## config.mk

```make
export PLATFORM = sky130hd
export DESIGN_NAME = div_seq
export DESIGN_NICKNAME = d
export VERILOG_FILES = /design/src/rtl/div_seq_pkg.sv /design/src/rtl/div_seq.sv
export SDC_FILE = /design/constraint.sdc
export NUM_CORES = 1
export LEC_CHECK = 0
export CORE_MARGIN = 5
export CORE_UTILIZATION = 48
export DETAILED_ROUTE_END_ITERATION = 16
export PLACE_DENSITY = 0.74
export RECOVER_POWER = 50
export SYNTH_ARGS = -nofsm -noshare
export SYNTH_HDL_FRONTEND = slang
export SYNTH_SLANG_ARGS = --single-unit
export TNS_END_PERCENT = 1
```

## constraint.sdc

```tcl
create_clock -name clk -period 2.75 [get_ports clk]
set_input_delay 0.275 -clock clk [delete_from_list [all_inputs] [get_ports clk]]
set_output_delay 0.275 -clock clk [all_outputs]
set_load 0.02 [all_outputs]
```

## src/rtl/div_seq_pkg.sv

```systemverilog
// div_seq_pkg: shared constants and types for the sequential divider.
//   RegBus / ZeroWord      - architectural word width and the all-zero word
//   DivResultReady/NotReady - ready flag encodings
//   DivStart / DivStop     - start request encodings
//   div_state_e            - divider sequencer states (2-bit encoding)
package div_seq_pkg;

  localparam int                RegBus   = 32;
  localparam logic [RegBus-1:0] ZeroWord = '0;

  localparam logic DivResultReady    = 1'b1;
  localparam logic DivResultNotReady = 1'b0;
  localparam logic DivStart          = 1'b1;
  localparam logic DivStop           = 1'b0;

  typedef enum logic [1:0] {
    DivFree   = 2'b00,
    DivByZero = 2'b01,
    DivOn     = 2'b10,
    DivEnd    = 2'b11
  } div_state_e;

endpackage

```

## src/rtl/div_seq.sv

```systemverilog
// div_seq: multi-cycle 32-bit radix-2 restoring divider for DIV/DIVU.
//   Operands are latched on an accepted start; one quotient bit is produced per
//   cycle, and the pipeline is held via stall_req_o until the result is ready.
//   result_o = {remainder, quotient}: HI = [63:32], LO = [31:0].
//
// Ports:
//   clk          clock
//   rst          synchronous, active-high reset
//   signed_div_i 1 = DIV (signed), 0 = DIVU
//   opdata1_i    dividend (rs)
//   opdata2_i    divisor (rt)
//   start_i      division request; held high until the result is consumed
//   annul_i      abort an in-flight division (flush / exception)
//   result_o     {remainder, quotient}
//   ready_o      result valid
//   stall_req_o  combinational stall request to pipeline control
//
// Build option:
//   DIV_SIGNED_EN  when defined, signed_div_i is honoured (abs / negate logic
//                  present); when undefined every division is unsigned.
module div_seq
  import div_seq_pkg::*;
#(
  parameter int DATA_W = RegBus,  // only 32 is supported
  parameter int CNT_W  = 6        // must be able to hold DATA_W
) (
  input  logic                clk,
  input  logic                rst,
  input  logic                signed_div_i,
  input  logic [DATA_W-1:0]   opdata1_i,
  input  logic [DATA_W-1:0]   opdata2_i,
  input  logic                start_i,
  input  logic                annul_i,
  output logic [2*DATA_W-1:0] result_o,
  output logic                ready_o,
  output logic                stall_req_o
);

  div_state_e state, state_d;

  logic [CNT_W-1:0]    cnt, cnt_d;
  logic [2*DATA_W:0]   work, work_d;       // {partial remainder, dividend/quotient, spare}
  logic [DATA_W-1:0]   divisor, divisor_d; // |op2|, latched at start
  logic [2*DATA_W-1:0] result_d;
  logic                ready_d;

  logic                accept;             // start taken with a nonzero divisor
  logic [DATA_W:0]     trial;              // 33-bit trial subtraction
  logic [DATA_W-1:0]   op1_abs, op2_abs;
  logic [DATA_W-1:0]   quot_raw, rem_raw, quot_fix, rem_fix;

  assign stall_req_o = start_i & ~annul_i & ~ready_o;

  assign accept = (state == DivFree) && (start_i == DivStart) && !annul_i &&
                  (opdata2_i != ZeroWord);

  // The candidate remainder is the upper window after the pending one-bit
  // shift, so it already includes the next dividend bit.
  assign trial    = {1'b0, work[2*DATA_W-1:DATA_W]} - {1'b0, divisor};
  assign quot_raw = work[DATA_W-1:0];
  assign rem_raw  = work[2*DATA_W:DATA_W+1];

`ifdef DIV_SIGNED_EN
  logic op1_neg, op2_neg;
  logic neg_quot, neg_rem;

  assign op1_neg = signed_div_i & opdata1_i[DATA_W-1];
  assign op2_neg = signed_div_i & opdata2_i[DATA_W-1];

  // |0x80000000| wraps back to 0x80000000, which is the correct unsigned magnitude.
  assign op1_abs = op1_neg ? -opdata1_i : opdata1_i;
  assign op2_abs = op2_neg ? -opdata2_i : opdata2_i;

  always_ff @(posedge clk) begin
    if (rst) begin
      neg_quot <= 1'b0;
      neg_rem  <= 1'b0;
    end else if (accept) begin
      neg_quot <= op1_neg ^ op2_neg;
      neg_rem  <= op1_neg;          // remainder follows the dividend's sign
    end
  end

  assign quot_fix = neg_quot ? -quot_raw : quot_raw;
  assign rem_fix  = neg_rem  ? -rem_raw  : rem_raw;
`else
  logic unused_signed;

  assign unused_signed = signed_div_i;
  assign op1_abs       = opdata1_i;
  assign op2_abs       = opdata2_i;
  assign quot_fix      = quot_raw;
  assign rem_fix       = rem_raw;
`endif

  // NOTE: every signal written here gets a default first, so no path can
  // leave a value unassigned and infer a latch.
  always_comb begin
    state_d   = state;
    cnt_d     = cnt;
    work_d    = work;
    divisor_d = divisor;
    result_d  = result_o;
    ready_d   = ready_o;

    unique case (state)
      DivFree: begin
        ready_d  = DivResultNotReady;
        result_d = '0;
        if ((start_i == DivStart) && !annul_i) begin
          if (opdata2_i == ZeroWord) begin
            state_d = DivByZero;
          end else begin
            state_d   = DivOn;
            cnt_d     = '0;
            work_d    = {ZeroWord, op1_abs, 1'b0};
            divisor_d = op2_abs;
          end
        end
      end

      DivByZero: begin
        state_d  = DivEnd;
        result_d = '0;
        ready_d  = DivResultReady;
      end

      DivOn: begin
        if (annul_i) begin
          state_d  = DivFree;
          result_d = '0;
          ready_d  = DivResultNotReady;
        end else if (cnt != CNT_W'(DATA_W)) begin
          if (trial[DATA_W]) begin
            work_d = {work[2*DATA_W-1:0], 1'b0};
          end else begin
            work_d = {trial[DATA_W-1:0], work[DATA_W-1:0], 1'b1};
          end
          cnt_d = cnt + CNT_W'(1);
        end else begin
          state_d  = DivEnd;
          result_d = {rem_fix, quot_fix};
          ready_d  = DivResultReady;
        end
      end

      DivEnd: begin
        // annul_i is ignored here; only dropping start releases the result.
        if (start_i == DivStop) begin
          state_d  = DivFree;
          result_d = '0;
          ready_d  = DivResultNotReady;
        end
      end

      default: state_d = DivFree;
    endcase
  end

  // NOTE: state updates use non-blocking assignments so every register samples
  // the pre-edge values of the others.
  always_ff @(posedge clk) begin
    if (rst) begin
      // NOTE: the datapath registers are reset along with the control state so
      // an abandoned division leaves nothing behind.
      state    <= DivFree;
      cnt      <= '0;
      work     <= '0;
      divisor  <= '0;
      result_o <= '0;
      ready_o  <= DivResultNotReady;
    end else begin
      state    <= state_d;
      cnt      <= cnt_d;
      work     <= work_d;
      divisor  <= divisor_d;
      result_o <= result_d;
      ready_o  <= ready_d;
    end
  end

endmodule

```

# Word-level counts from Yosys, hierarchy flattened
# Index checks and enable logic that the tools add are counted.
# classes
magnitude_cmp	0
reduce_logical	10
n_shift	0
addsub	2
n_mul	0
div	0
eq_ne	10
bitwise_logic	5
mux	25
# op_table
operator	n
2-to-1 mux 65 bit	5
2-to-1 mux 64 bit	3
one-hot mux 64 bit (3 select lines)	1
one-hot mux 65 bit (2 select lines)	1
subtractor 32 x 32 -> 33 bit	1
logical NOT 32 bit	1
2-to-1 mux 6 bit	4
one-hot mux 6 bit (2 select lines)	1
2-to-1 mux 2 bit	5
!= test 2 bit (second input constant)	4
one-hot mux 2 bit (4 select lines)	1
adder 6 x 1 -> 6 bit (second input constant)	1
!= test 6 bit (second input constant)	1
AND reduction 3 bit	2
AND reduction 5 bit	1
equality test 2 bit (second input constant)	2
one-hot mux 1 bit (4 select lines)	1
2-to-1 mux 1 bit	3
!= test 3 bit (second input constant)	1
inverter 1 bit	3
AND 1 bit	2
equality test 2 x 1 -> 1 bit (second input constant)	1
logical NOT 2 bit	1
!= test 2 x 1 -> 1 bit (second input constant)	1
other kinds (5)	5
# word_totals
mem_count	0
reg_bits	170
ram_bits	0
word_cells	58
input_bits	69
out_inout_bits	66
mem_bits_ro	0
latchBits	0

# Depth between registers and ports, before layout
# Gate-level depths: netlist of run 1.
# logic_depth
depth_word	5
ltp_mapped	12
ltp_nobuf	11

# Least setup slack after synthesis of run 1
# Ideal clock, no wire load.
# synth_timing
kind	flip-flop to flip-flop
from	reg work[32]
to	reg work[53]
path_buffers	1
arrival_time_ns	2.511
slack_ns	0.107
period_less_slack_ns	2.643
setup_time_ns	0.132
path_stages_with_launch	13
required_time_ns	2.618
path_cell_list	dfxtp_1 > inv_1 > ha_1 > fa_1 > nand2b_1 > a21oi_1 > o211ai_1 > a211oi_2 > o31ai_2 > a21o_1 > buf_6 > nor4b_4 > o31ai_2
# synth_via
elab_chain_cells	5
# synth_rtl
element	line_no	text
from (decl)	div_seq.sv:42	logic [2*DATA_W:0] work, work_d;
from (signal assigned)	div_seq.sv:175	work <= work_d;
subtractor 32 x 32 -> 33 bit	div_seq.sv:59	assign trial = {1'b0, work[2*DATA_W-1:DATA_W]} - {1'b0, divisor};
2-to-1 mux 65 bit	div_seq.sv:134	if (trial[DATA_W]) begin
2-to-1 mux 65 bit	div_seq.sv:133	end else if (cnt != CNT_W'(DATA_W)) begin
2-to-1 mux 65 bit	div_seq.sv:129	if (annul_i) begin
one-hot mux 65 bit (2 select lines)	div_seq.sv:106	unique case (state)
# No other way between the ends. The select of a mux whose other input is x is not followed.
# A chain may end at the register's enable or synchronous reset.

# Worst setup path in the final report of run 1
# Ends and elaborated chain as after synthesis.

==> impl_metrics.env, run 1 <==
export IMPL_multi_input_comb_area_mm2=0.00492
export IMPL_synth_area_per_cell_um2=8.32
export IMPL_gr_ovfl_total=0
export IMPL_number_of_nets_produced_by_synthesis=1134
export IMPL_clock_tree_from_tritoncts="done"
export IMPL_final_fill_count=1441
export IMPL_drc_errors=0
export IMPL_drv_max_cap_violation_count=0
export IMPL_synth_edf_count=0
export IMPL_synthesis_yosys_warnings=0
export IMPL_timing_final_hold_violations=0
export IMPL_dpl_hpwl_um=15800
export IMPL_layout_common_cells="sky130_fd_sc_hd__dfxtp_1, sky130_fd_sc_hd__nand2_1, sky130_fd_sc_hd__nand3_1, sky130_fd_sc_hd__a21oi_1, sky130_fd_sc_hd__nor2_1"
export IMPL_placed_instances=1355
export IMPL_layout_worst_path_cycle_share_pct=101
export IMPL_cts_sinks=170
export IMPL_violations="setup timing"
export IMPL_fraction_of_synthesized_area_in_multiplexers_pct=7.98
export IMPL_setup_repair_after_global_routing_missed_its_margin="true"
export IMPL_postSynth_asyncResetShare_pct=0
export IMPL_h_tree_depth=4
export IMPL_synth_sequential_area_ratio_pct=39.9
export IMPL_initial_core_util_pct=49.2
export IMPL_max_vdd_ir_drop_mv=0.520
export IMPL_grt_first_pass_wirelength_um=37000
export IMPL_row_cnt=48
export IMPL_area_grow_syn2layout_pct=31.2
export IMPL_biggest_area_consumer_among_synthesized_cells="sky130_fd_sc_hd__dfxtp_1"
export IMPL_outcome="complete, but fails checks"
export IMPL_detailroute_via_count=8002
export IMPL_post_synth_and_or_nand_nor_area_fraction_pct=19.8
export IMPL_clock_skew_final_ps=9.19
export IMPL_synth_fa_ha_area_share_pct=5.95
export IMPL_io_buffer_count=133
export IMPL_drt_total_wl_um=23900
export IMPL_drt_iter0_drc=605
export IMPL_final_common_cell="sky130_fd_sc_hd__dfxtp_1"
export IMPL_placedInstanceArea_mm2=0.0103
export IMPL_tightest_slew_ps=1280
export IMPL_max_clock_freq_mhz=359
export IMPL_die_ar_mm2=0.0205
export IMPL_cp_data_required_time_ps=3070
export IMPL_timing_critical_path_arrival_ps=3110
export IMPL_number_of_buffers_added_by_the_clock_tree_synthesis_step=17
export IMPL_yosys_cell_types_count=59
export IMPL_post_cts_hold_buffer_count=0
export IMPL_slew_violations=0
export IMPL_holdCritPathClass="input port to register"
export IMPL_clk_root_buffer_cell="sky130_fd_sc_hd__clkbuf_16"
export IMPL_postSynthCellCount=1025
export IMPL_synth_top_family_by_area="simple AND/OR/NAND/NOR gates"
export IMPL_netlist_top_cells_area="sky130_fd_sc_hd__dfxtp_1, sky130_fd_sc_hd__mux2i_1, sky130_fd_sc_hd__nand3_1, sky130_fd_sc_hd__ha_1, sky130_fd_sc_hd__a21oi_1"
export IMPL_mappedNetlistArea_mm2=0.00853
export IMPL_power_density_mw_per_mm2=789
export IMPL_via_count_of_the_first_global_routing_pass=7630
export IMPL_antenna_violating_nets_post_route=0
export IMPL_grt_use_total_pct=22.2
export IMPL_setup_slack_ps=-39.0
export IMPL_design_area_mm2=0.0112
export IMPL_clock_pin_slew_reported_for_the_worst_setup_and_hold_paths_after_clock_tree_synthesis_ps=70
export IMPL_ctsLongestPathBuffers=2
export IMPL_largest_net_degree_at_the_start_of_global_routing=120
export IMPL_die_height_um=143
export IMPL_post_layout_nonfiller_instances=1393
export IMPL_relSlewSlack_pct=14.9
export IMPL_setup_viol_count_final=4
export IMPL_routabilityCongestion=0.953
export IMPL_crit_path_max_fanout=6
export IMPL_via_per_inst=5.74
export IMPL_skew_pair_late_insertion_delay_ps=440
export IMPL_synth_top_cell_area_share_pct=39.9
export IMPL_path_class="register to register"
export IMPL_endpoint_kind="register"
export IMPL_design_core_area_mm2=0.0174
export IMPL_final_layout_size_suffix_gt1_share_pct=11.4
export IMPL_synth_ff_latch_count=170
export IMPL_worstSetupStartpointType="register"
export IMPL_synth_flop_cell="sky130_fd_sc_hd__dfxtp_1"
export IMPL_post_synth_xor_area_fraction_pct=3.28
export IMPL_sequential_cell_area_mm2=0.00341
export IMPL_pin_count=135
export IMPL_detailedRoute_firstPassIterationCount=5
export IMPL_antenna_violations_before_repair=0
export IMPL_synth_compound_area_share_pct=17.7
export IMPL_fin_nets=1264
export IMPL_p_leak_nw=4.36
export IMPL_die_width_um=143
export IMPL_final_min_clock_period_ps=2790
export IMPL_antenna_diode_count=0
export IMPL_wl_per_cell_um=17.2
synthesized netlist by cell type (all sizes together), types with 4 or more instances:
cell,n
o311ai,14
nand2,113
ha,39
xnor2,13
mux2i,68
o31ai,11
xor2,19
nor4,10
clkbuf,49
o211ai,4
nand4,8
a21oi,95
dfxtp,170
nand2b,8
and2,6
a21o,12
nor3,11
a32oi,10
nand3,99
nor2,90
and3,9
o21ai,20
a31oi,7
a211oi,36
inv,46
buf,22
cell type report:
class                      count  share of cell area (%)
clock buffer                  18                    3.83
clock inverter                14                    1.23
inverter                      46                    1.54
multi-input combinational    738                    43.9
sequential                   170                    30.4
tap                          225                    2.51
timing repair buffer         182                    16.5
worst max-delay path, stage by stage (launching register included):
cell	delay (ps)
sky130_fd_sc_hd__dfxtp_2	330
sky130_fd_sc_hd__inv_2	50
sky130_fd_sc_hd__ha_4	160
sky130_fd_sc_hd__fa_2	380
sky130_fd_sc_hd__nand2b_4	160
sky130_fd_sc_hd__a21oi_4	140
sky130_fd_sc_hd__o211ai_1	160
sky130_fd_sc_hd__a211oi_2	350
sky130_fd_sc_hd__o31ai_2	160
sky130_fd_sc_hd__a21o_4	300
sky130_fd_sc_hd__buf_6	140
sky130_fd_sc_hd__nor4b_4	230
sky130_fd_sc_hd__o31ai_2	90
cells by family after synthesis:
| logic type | after synthesis |
|---|---|
| simple gates | 368 |
| compound gates | 230 |
| flops | 170 |
| buf+inv | 117 |
| mux | 68 |
| fa+ha+maj | 40 |
| xor+xnor | 32 |
worst paths after layout:
check	startpoint	to	slack, ps	cells after the start
worst max register to register	work[32]	work[53]	-40	12
worst max-delay path	work[32]	work[53]	-40	12
worst min register to register	result_o[9]	result_o[9]	450	2
worst min-delay path	rst	state[1]	180	2
where the power goes:
group / internal, mW / switching, mW / leakage, nW
registers: 2.72 / 0.190 / 1.38
clock network: 1.27 / 1.08 / 0.266
logic: 1.52 / 2.05 / 2.71
metrics by stage:
step                power, mW  TNS (ps)  worst slack [ps]  utilization, %  hold slack (ps)
floorplan                5.16         0               107               -              422
global placement         6.06     -37.2             -36.5            59.3              439
detailed placement       6.13     -2060              -120            59.3              444
CTS                      8.50         0              54.9            62.7              169
global route             9.29     -3410              -172            64.5              180
finish                   8.83     -74.5             -39.0            64.5              183
timing repair:
action                     in CTS  in global routing
setup endpoints to repair      32                 33
setup buffers                   0                  3
resized for setup               6                 47
pin swaps                       3                 22
cloned                          0                  3
registers in the layout, indices dropped and copies added (netlist names):
register / count
work: 65
result_o: 64
divisor: 32
cnt: 6
state: 2
ready_o: 1
metal layers:
| layer | GRT usage [%] | routed length [um] |
|---|---|---|
| met2 | 37.1 | 11700 |
| met1 | 27.9 | 10100 |
| met5 | 0 | 0 |
| met4 | 10.5 | 877 |
| met3 | 3.76 | 1280 |
Note: power is estimated with default switching activity, not from simulation.
==> inputs of run 2 (changes only) <==
--- a/config.mk
+++ b/config.mk
@@ -10,6 +10,7 @@
 export DETAILED_ROUTE_END_ITERATION = 16
 export PLACE_DENSITY = 0.74
 export RECOVER_POWER = 50
+export REMOVE_ABC_BUFFERS = 1
 export SYNTH_ARGS = -nofsm -noshare
 export SYNTH_HDL_FRONTEND = slang
 export SYNTH_SLANG_ARGS = --single-unit
==> impl_metrics.env, run 2 (synthesized netlist as in run 1, its figures left out) <==
export IMPL_r2r_slack_ps=30
export IMPL_clock_tree_from_tritoncts="done"
export IMPL_power_combinational_fraction_pct=39.0
export IMPL_area_grow_syn2layout_pct=29.3
export IMPL_final_min_clock_period_ps=2720
export IMPL_outcome="finished clean"
export IMPL_power_density_mw_per_mm2=779
export IMPL_min_path_cells=2
export IMPL_post_route_util_pct=63.5
export IMPL_die_ar_mm2=0.0205
export IMPL_path_class="register to register"
export IMPL_slew_violations=0
export IMPL_post_cts_hold_buffer_count=0
export IMPL_h_tree_depth=4
export IMPL_cell_internal_power_mw=5.46
export IMPL_number_of_buffers_added_by_the_clock_tree_synthesis_step=17
export IMPL_row_cnt=48
export IMPL_crit_path_from="work[32]"
export IMPL_setup_repair_after_global_routing_missed_its_margin="true"
export IMPL_design_core_area_mm2=0.0174
export IMPL_p_leak_nw=4.34
export IMPL_wl_per_cell_um=15.9
export IMPL_ctsLongestPathBuffers=2
export IMPL_timing_final_hold_violations=0
export IMPL_leading_registers_by_flop_count="work x65, result_o x64, divisor x32"
export IMPL_via_per_inst=5.56
export IMPL_pwr_share_seq_pct=33.7
export IMPL_drt_total_wl_um=22200
export IMPL_r2r_end="work[58]"
export IMPL_die_width_um=143
export IMPL_worstRegToRegCells=12
export IMPL_relSlewSlack_pct=32.0
export IMPL_gr_ovfl_total=0
export IMPL_detailroute_via_count=7777
export IMPL_antenna_diode_count=0
export IMPL_dpl_hpwl_um=15000
export IMPL_detailedRoute_firstPassIterationCount=5
export IMPL_antenna_violating_nets_post_route=0
export IMPL_max_clock_freq_mhz=368
export IMPL_worstSetupStartpointType="register"
export IMPL_switching_power_mw=3.13
export IMPL_drt_iter0_drc=455
export IMPL_layout_worst_path_cycle_share_pct=98.9
export IMPL_worstHoldEndpoint="result_o[1]"
export IMPL_pin_count=135
export IMPL_holdCritPathClass="input port to register"
export IMPL_critical_path_reg2reg_startpoint="work[32]"
export IMPL_die_height_um=143
export IMPL_endpoint_kind="register"
export IMPL_initial_core_util_pct=49.2
export IMPL_skew_pair_late_insertion_delay_ps=430
export IMPL_via_count_of_the_first_global_routing_pass=7353
export IMPL_power_share_switching_pct=36.5
export IMPL_fin_nets=1269
export IMPL_finalHoldWorstSlack_ps=140
export IMPL_max_vdd_ir_drop_mv=0.567
export IMPL_min_delay_start="rst"
export IMPL_top_register="work"
export IMPL_cts_sinks=170
export IMPL_antenna_violations_before_repair=0
export IMPL_clock_pin_slew_reported_for_the_worst_setup_and_hold_paths_after_clock_tree_synthesis_ps=70
export IMPL_grt_first_pass_wirelength_um=35900
export IMPL_drv_max_cap_violation_count=0
export IMPL_tightest_slew_ps=1020
export IMPL_layout_common_cells="sky130_fd_sc_hd__dfxtp_1, sky130_fd_sc_hd__nand2_1, sky130_fd_sc_hd__nand3_1, sky130_fd_sc_hd__a21oi_1, sky130_fd_sc_hd__nor2_1"
export IMPL_final_layout_size_suffix_gt1_share_pct=9.72
export IMPL_clk_root_buffer_cell="sky130_fd_sc_hd__clkbuf_16"
export IMPL_final_fill_count=1532
export IMPL_final_common_cell="sky130_fd_sc_hd__dfxtp_1"
export IMPL_largest_reg_flops=65
export IMPL_setup_viol_count_final=0
export IMPL_routabilityCongestion=0.899
export IMPL_cp_data_required_time_ps=3060
export IMPL_grt_use_total_pct=21.5
export IMPL_clock_skew_final_ps=11.7
export IMPL_io_buffer_count=133
export IMPL_crit_path_max_fanout=18
export IMPL_clock_power_share_pct=27.3
export IMPL_timing_critical_path_arrival_ps=3030
export IMPL_largest_net_degree_at_the_start_of_global_routing=127
export IMPL_drc_errors=0
## run 2: area by class of cell
cell class | count | area [um^2] | area share, %
well taps | 225 | 282 | 2.55
clock buffers | 21 | 460 | 4.17
flip-flops and latches | 170 | 3400 | 30.9
clock inverters | 11 | 113 | 1.02
inverters | 46 | 173 | 1.57
repair buffers | 187 | 1850 | 16.7
multi-input cells | 738 | 4750 | 43.1
## run 2: repair_timing
action,4_1_cts,5_1_grt
buffers inserted,3,3
gates resized for setup,5,14
pin swaps,5,8
endpoints found under the setup margin,30,33
gates cloned,0,1
## run 2: routing by layer
| metal | track usage [%] | share of wire (%) | wire length [um] | up-vias |
|---|---|---|---|---|
| li1 | - | - | - | 3914 |
| met1 | 28.9 | 46 | 10300 | 3612 |
| met2 | 35.4 | 46 | 10200 | 218 |
| met3 | 3.49 | 5.6 | 1250 | 33 |
| met4 | 6.99 | 2.0 | 446 | 0 |
| met5 | 0 | 0 | 0 | - |
## run 2: worst max-delay path by stage
stage	to	cells past startpoint
finish	work[58]	12
global route	work[33]	12
CTS	work[53]	12
detailed placement	work[59]	12
global placement	work[63]	12
floorplan	state[0]	9
## run 2: power groups by stage
| stage | combinational [mW] | sequential, mW | clock [mW] |
|---|---|---|---|
| global route | 3.67 | 2.93 | 2.50 |
| detailed placement | 3.16 | 2.94 | 0 |
| floorplan | 2.10 | 2.93 | 0 |
| CTS | 3.25 | 2.89 | 2.39 |
| finish | 3.35 | 2.90 | 2.34 |
| global placement | 3.14 | 2.94 | 0 |
## run 2: through the flow
step                instance area, um^2  TNS [ps]  worst slack [ps]  power, mW  std cells
global placement                  10300     -1510              -108       6.07       1359
floorplan                          8240   -348320             -3180       5.03        954
finish                            11000         0              30.6       8.59       1398
detailed placement                10300     -2110              -135       6.11       1359
global route                      11000     -3980              -167       9.10       1398
CTS                               11000         0              23.4       8.53       1394
## run 2: worst max-delay path, stage by stage (launching register included)
cell,delay (ps)
sky130_fd_sc_hd__dfxtp_2,340
sky130_fd_sc_hd__inv_2,50
sky130_fd_sc_hd__ha_4,160
sky130_fd_sc_hd__fa_2,380
sky130_fd_sc_hd__nand2b_4,160
sky130_fd_sc_hd__a21oi_4,130
sky130_fd_sc_hd__o211ai_1,180
sky130_fd_sc_hd__a211oi_2,320
sky130_fd_sc_hd__o31ai_2,100
sky130_fd_sc_hd__a21o_2,280
sky130_fd_sc_hd__buf_8,180
sky130_fd_sc_hd__a32oi_1,210
sky130_fd_sc_hd__o31ai_1,100
==> inputs of run 3 (changes only) <==
--- a/config.mk
+++ b/config.mk
@@ -5,10 +5,12 @@
 export SDC_FILE = /design/constraint.sdc
 export NUM_CORES = 1
 export LEC_CHECK = 0
+export ABC_AREA = 1
 export CORE_MARGIN = 5
 export CORE_UTILIZATION = 48
 export DETAILED_ROUTE_END_ITERATION = 16
-export PLACE_DENSITY = 0.74
+export GPL_ROUTABILITY_DRIVEN = 0
+export PLACE_DENSITY = 0.73
 export RECOVER_POWER = 50
 export REMOVE_ABC_BUFFERS = 1
 export SYNTH_ARGS = -nofsm -noshare
==> impl_metrics.env, run 3 <==
export IMPL_tightest_slew_ps=946
export IMPL_clk_root_buffer_cell="sky130_fd_sc_hd__clkbuf_16"
export IMPL_postSynth_asyncResetShare_pct=0
export IMPL_clock_pin_slew_reported_for_the_worst_setup_and_hold_paths_after_clock_tree_synthesis_ps=70
export IMPL_post_cts_hold_buffer_count=0
export IMPL_mappedNetlistArea_mm2=0.00970
export IMPL_synthesis_yosys_warnings=0
export IMPL_drt_total_wl_um=27000
export IMPL_max_clock_freq_mhz=397
export IMPL_pin_count=135
export IMPL_design_area_mm2=0.0119
export IMPL_max_vdd_ir_drop_mv=0.669
export IMPL_post_layout_nonfiller_instances=1902
export IMPL_number_of_buffers_added_by_the_clock_tree_synthesis_step=17
export IMPL_totalPowerFinal_mw=9.46
export IMPL_post_synth_top_count_cell="sky130_fd_sc_hd__nand2_1"
export IMPL_crit_path_max_fanout=16
export IMPL_final_layout_size_suffix_gt1_share_pct=4.60
export IMPL_biggest_area_consumer_among_synthesized_cells="sky130_fd_sc_hd__dfxtp_1"
export IMPL_setup_slack_ps=231
export IMPL_cts_resized=0
export IMPL_finalHoldWorstSlack_ps=353
export IMPL_gr_ovfl_total=0
export IMPL_dpl_hpwl_um=19000
export IMPL_design_core_area_mm2=0.0200
export IMPL_h_tree_depth=4
export IMPL_synth_edf_count=0
export IMPL_layout_worst_path_cycle_share_pct=91.6
export IMPL_antenna_violations_before_repair=0
export IMPL_netlist_top_cells_area="sky130_fd_sc_hd__dfxtp_1, sky130_fd_sc_hd__nand2_1, sky130_fd_sc_hd__a21oi_1, sky130_fd_sc_hd__inv_1, sky130_fd_sc_hd__nand3_1"
export IMPL_pre_cts_slack_ps=211
export IMPL_largest_reg_flops=65
export IMPL_final_common_cell="sky130_fd_sc_hd__nand2_1"
export IMPL_layout_common_cells="sky130_fd_sc_hd__nand2_1, sky130_fd_sc_hd__inv_1, sky130_fd_sc_hd__a21oi_1, sky130_fd_sc_hd__dfxtp_1"
export IMPL_setup_viol_count_final=0
export IMPL_grt_use_total_pct=23.3
export IMPL_grt_first_pass_wirelength_um=45700
export IMPL_sequential_cell_area_mm2=0.00340
export IMPL_outcome="finished clean"
export IMPL_timing_critical_path_arrival_ps=2790
export IMPL_detailroute_via_count=9776
export IMPL_ys_top_cells_by_count="sky130_fd_sc_hd__nand2_1, sky130_fd_sc_hd__inv_1, sky130_fd_sc_hd__a21oi_1"
export IMPL_endpoint_kind="register"
export IMPL_row_cnt=52
export IMPL_synth_flop_cell="sky130_fd_sc_hd__dfxtp_1"
export IMPL_skew_pair_late_insertion_delay_ps=440
export IMPL_fin_nets=1728
export IMPL_clock_skew_final_ps=20.4
export IMPL_dr_max_layer_used="met4"
export IMPL_post_cts_setup_buffer_count=0
export IMPL_io_buffer_count=133
export IMPL_cp_data_required_time_ps=3020
export IMPL_path_class="register to register"
export IMPL_p_leak_nw=5.59
export IMPL_antenna_violating_nets_post_route=0
export IMPL_final_min_clock_period_ps=2520
export IMPL_setup_repair_after_global_routing_missed_its_margin="false"
export IMPL_worstSetupStartpointType="register"
export IMPL_via_count_of_the_first_global_routing_pass=9239
export IMPL_placed_instances=1870
export IMPL_drc_errors=0
export IMPL_holdCritPathClass="input port to register"
export IMPL_met1Wirelength_um=12700
export IMPL_largest_net_degree_at_the_start_of_global_routing=85
export IMPL_die_width_um=152
export IMPL_final_fill_count=2000
export IMPL_drv_max_cap_violation_count=0
export IMPL_area_grow_syn2layout_pct=22.9
export IMPL_synth_ff_latch_count=170
export IMPL_yosys_cell_types_count=32
export IMPL_initial_core_util_pct=48.4
export IMPL_ctsLongestPathBuffers=2
export IMPL_met3_length_um=1390
export IMPL_power_density_mw_per_mm2=793
export IMPL_cts_sinks=170
export IMPL_leading_registers_by_flop_count="work x65, result_o x64, divisor x32"
export IMPL_met2RoutedLength_um=12400
export IMPL_die_ar_mm2=0.0232
export IMPL_drt_iter0_drc=671
export IMPL_wl_per_cell_um=14.2
export IMPL_clock_tree_from_tritoncts="done"
export IMPL_placedInstanceArea_mm2=0.0113
export IMPL_postSynthCellCount=1519
export IMPL_top_register="work"
export IMPL_synth_top_cell_area_share_pct=35.1
export IMPL_synth_sequential_area_ratio_pct=35.1
export IMPL_synth_area_per_cell_um2=6.39
export IMPL_antenna_diode_count=0
export IMPL_die_height_um=152
export IMPL_relSlewSlack_pct=36.9
export IMPL_slew_violations=0
export IMPL_timing_final_hold_violations=0
export IMPL_detailedRoute_firstPassIterationCount=7
export IMPL_multi_input_comb_area_mm2=0.00518
export IMPL_via_per_inst=5.14
[run 3: report_power, final]
part	internal, mW	leakage, nW	switching [mW]
Combinational	1.23	3.89	2.58
Sequential	2.90	1.38	0.201
Clock	1.34	0.311	1.21
Total	5.47	5.59	3.99
[run 3: routing by layer]
metal	vias to the layer above	track usage (%)
li1	5052	-
met1	4444	31.7
met2	248	38.7
met3	32	4.52
met4	0	5.35
met5	-	0
[run 3: cell families after synthesis]
family          share of synthesized area, %
simple gates                            30.1
buf+inv                                 11.6
xor+xnor                                1.53
compound gates                          16.4
flops                                   35.1
fa+ha+maj                               5.24
[run 3: layout make-up]
type	count	share of cell area (%)
multi-input cells	1059	43.4
flip-flops and latches	170	28.5
repair buffers	157	13.1
inverters	214	6.74
clock buffers	17	3.57
well taps	270	2.83
clock inverters	15	1.83
[run 3: metrics by stage]
step	util, %	setup TNS, ps
detailed placement	56.5	0
global placement	56.5	0
finish	59.5	0
global route	59.5	0
CTS	59.7	0
floorplan	-	-102530
[run 3: path summary, 6_finish.rpt]
check | start | to | slack [ps] | depth (start not counted)
worst max-delay path | work[32] | work[47] | 230 | 16
worst min-delay path | rst | divisor[3] | 350 | 4
worst max register to register | work[32] | work[47] | 230 | 16
worst min register to register | divisor[20] | divisor[20] | 460 | 2
[run 3: worst max-delay path, stage by stage, from the launching register on]
cell and delay, ps:
sky130_fd_sc_hd__dfxtp_1 310, sky130_fd_sc_hd__inv_1 60, sky130_fd_sc_hd__ha_1 240, sky130_fd_sc_hd__fa_1 420, sky130_fd_sc_hd__inv_1 130, sky130_fd_sc_hd__nand2_1 60, sky130_fd_sc_hd__nand2_1 90, sky130_fd_sc_hd__nand3_1 80
sky130_fd_sc_hd__nand2_1 110, sky130_fd_sc_hd__nand2_1 60, sky130_fd_sc_hd__nand2_1 100, sky130_fd_sc_hd__nand2_2 80, sky130_fd_sc_hd__nand2_4 220, sky130_fd_sc_hd__buf_12 180, sky130_fd_sc_hd__nand2_1 50, sky130_fd_sc_hd__nand3_1 80
sky130_fd_sc_hd__a21oi_1 70
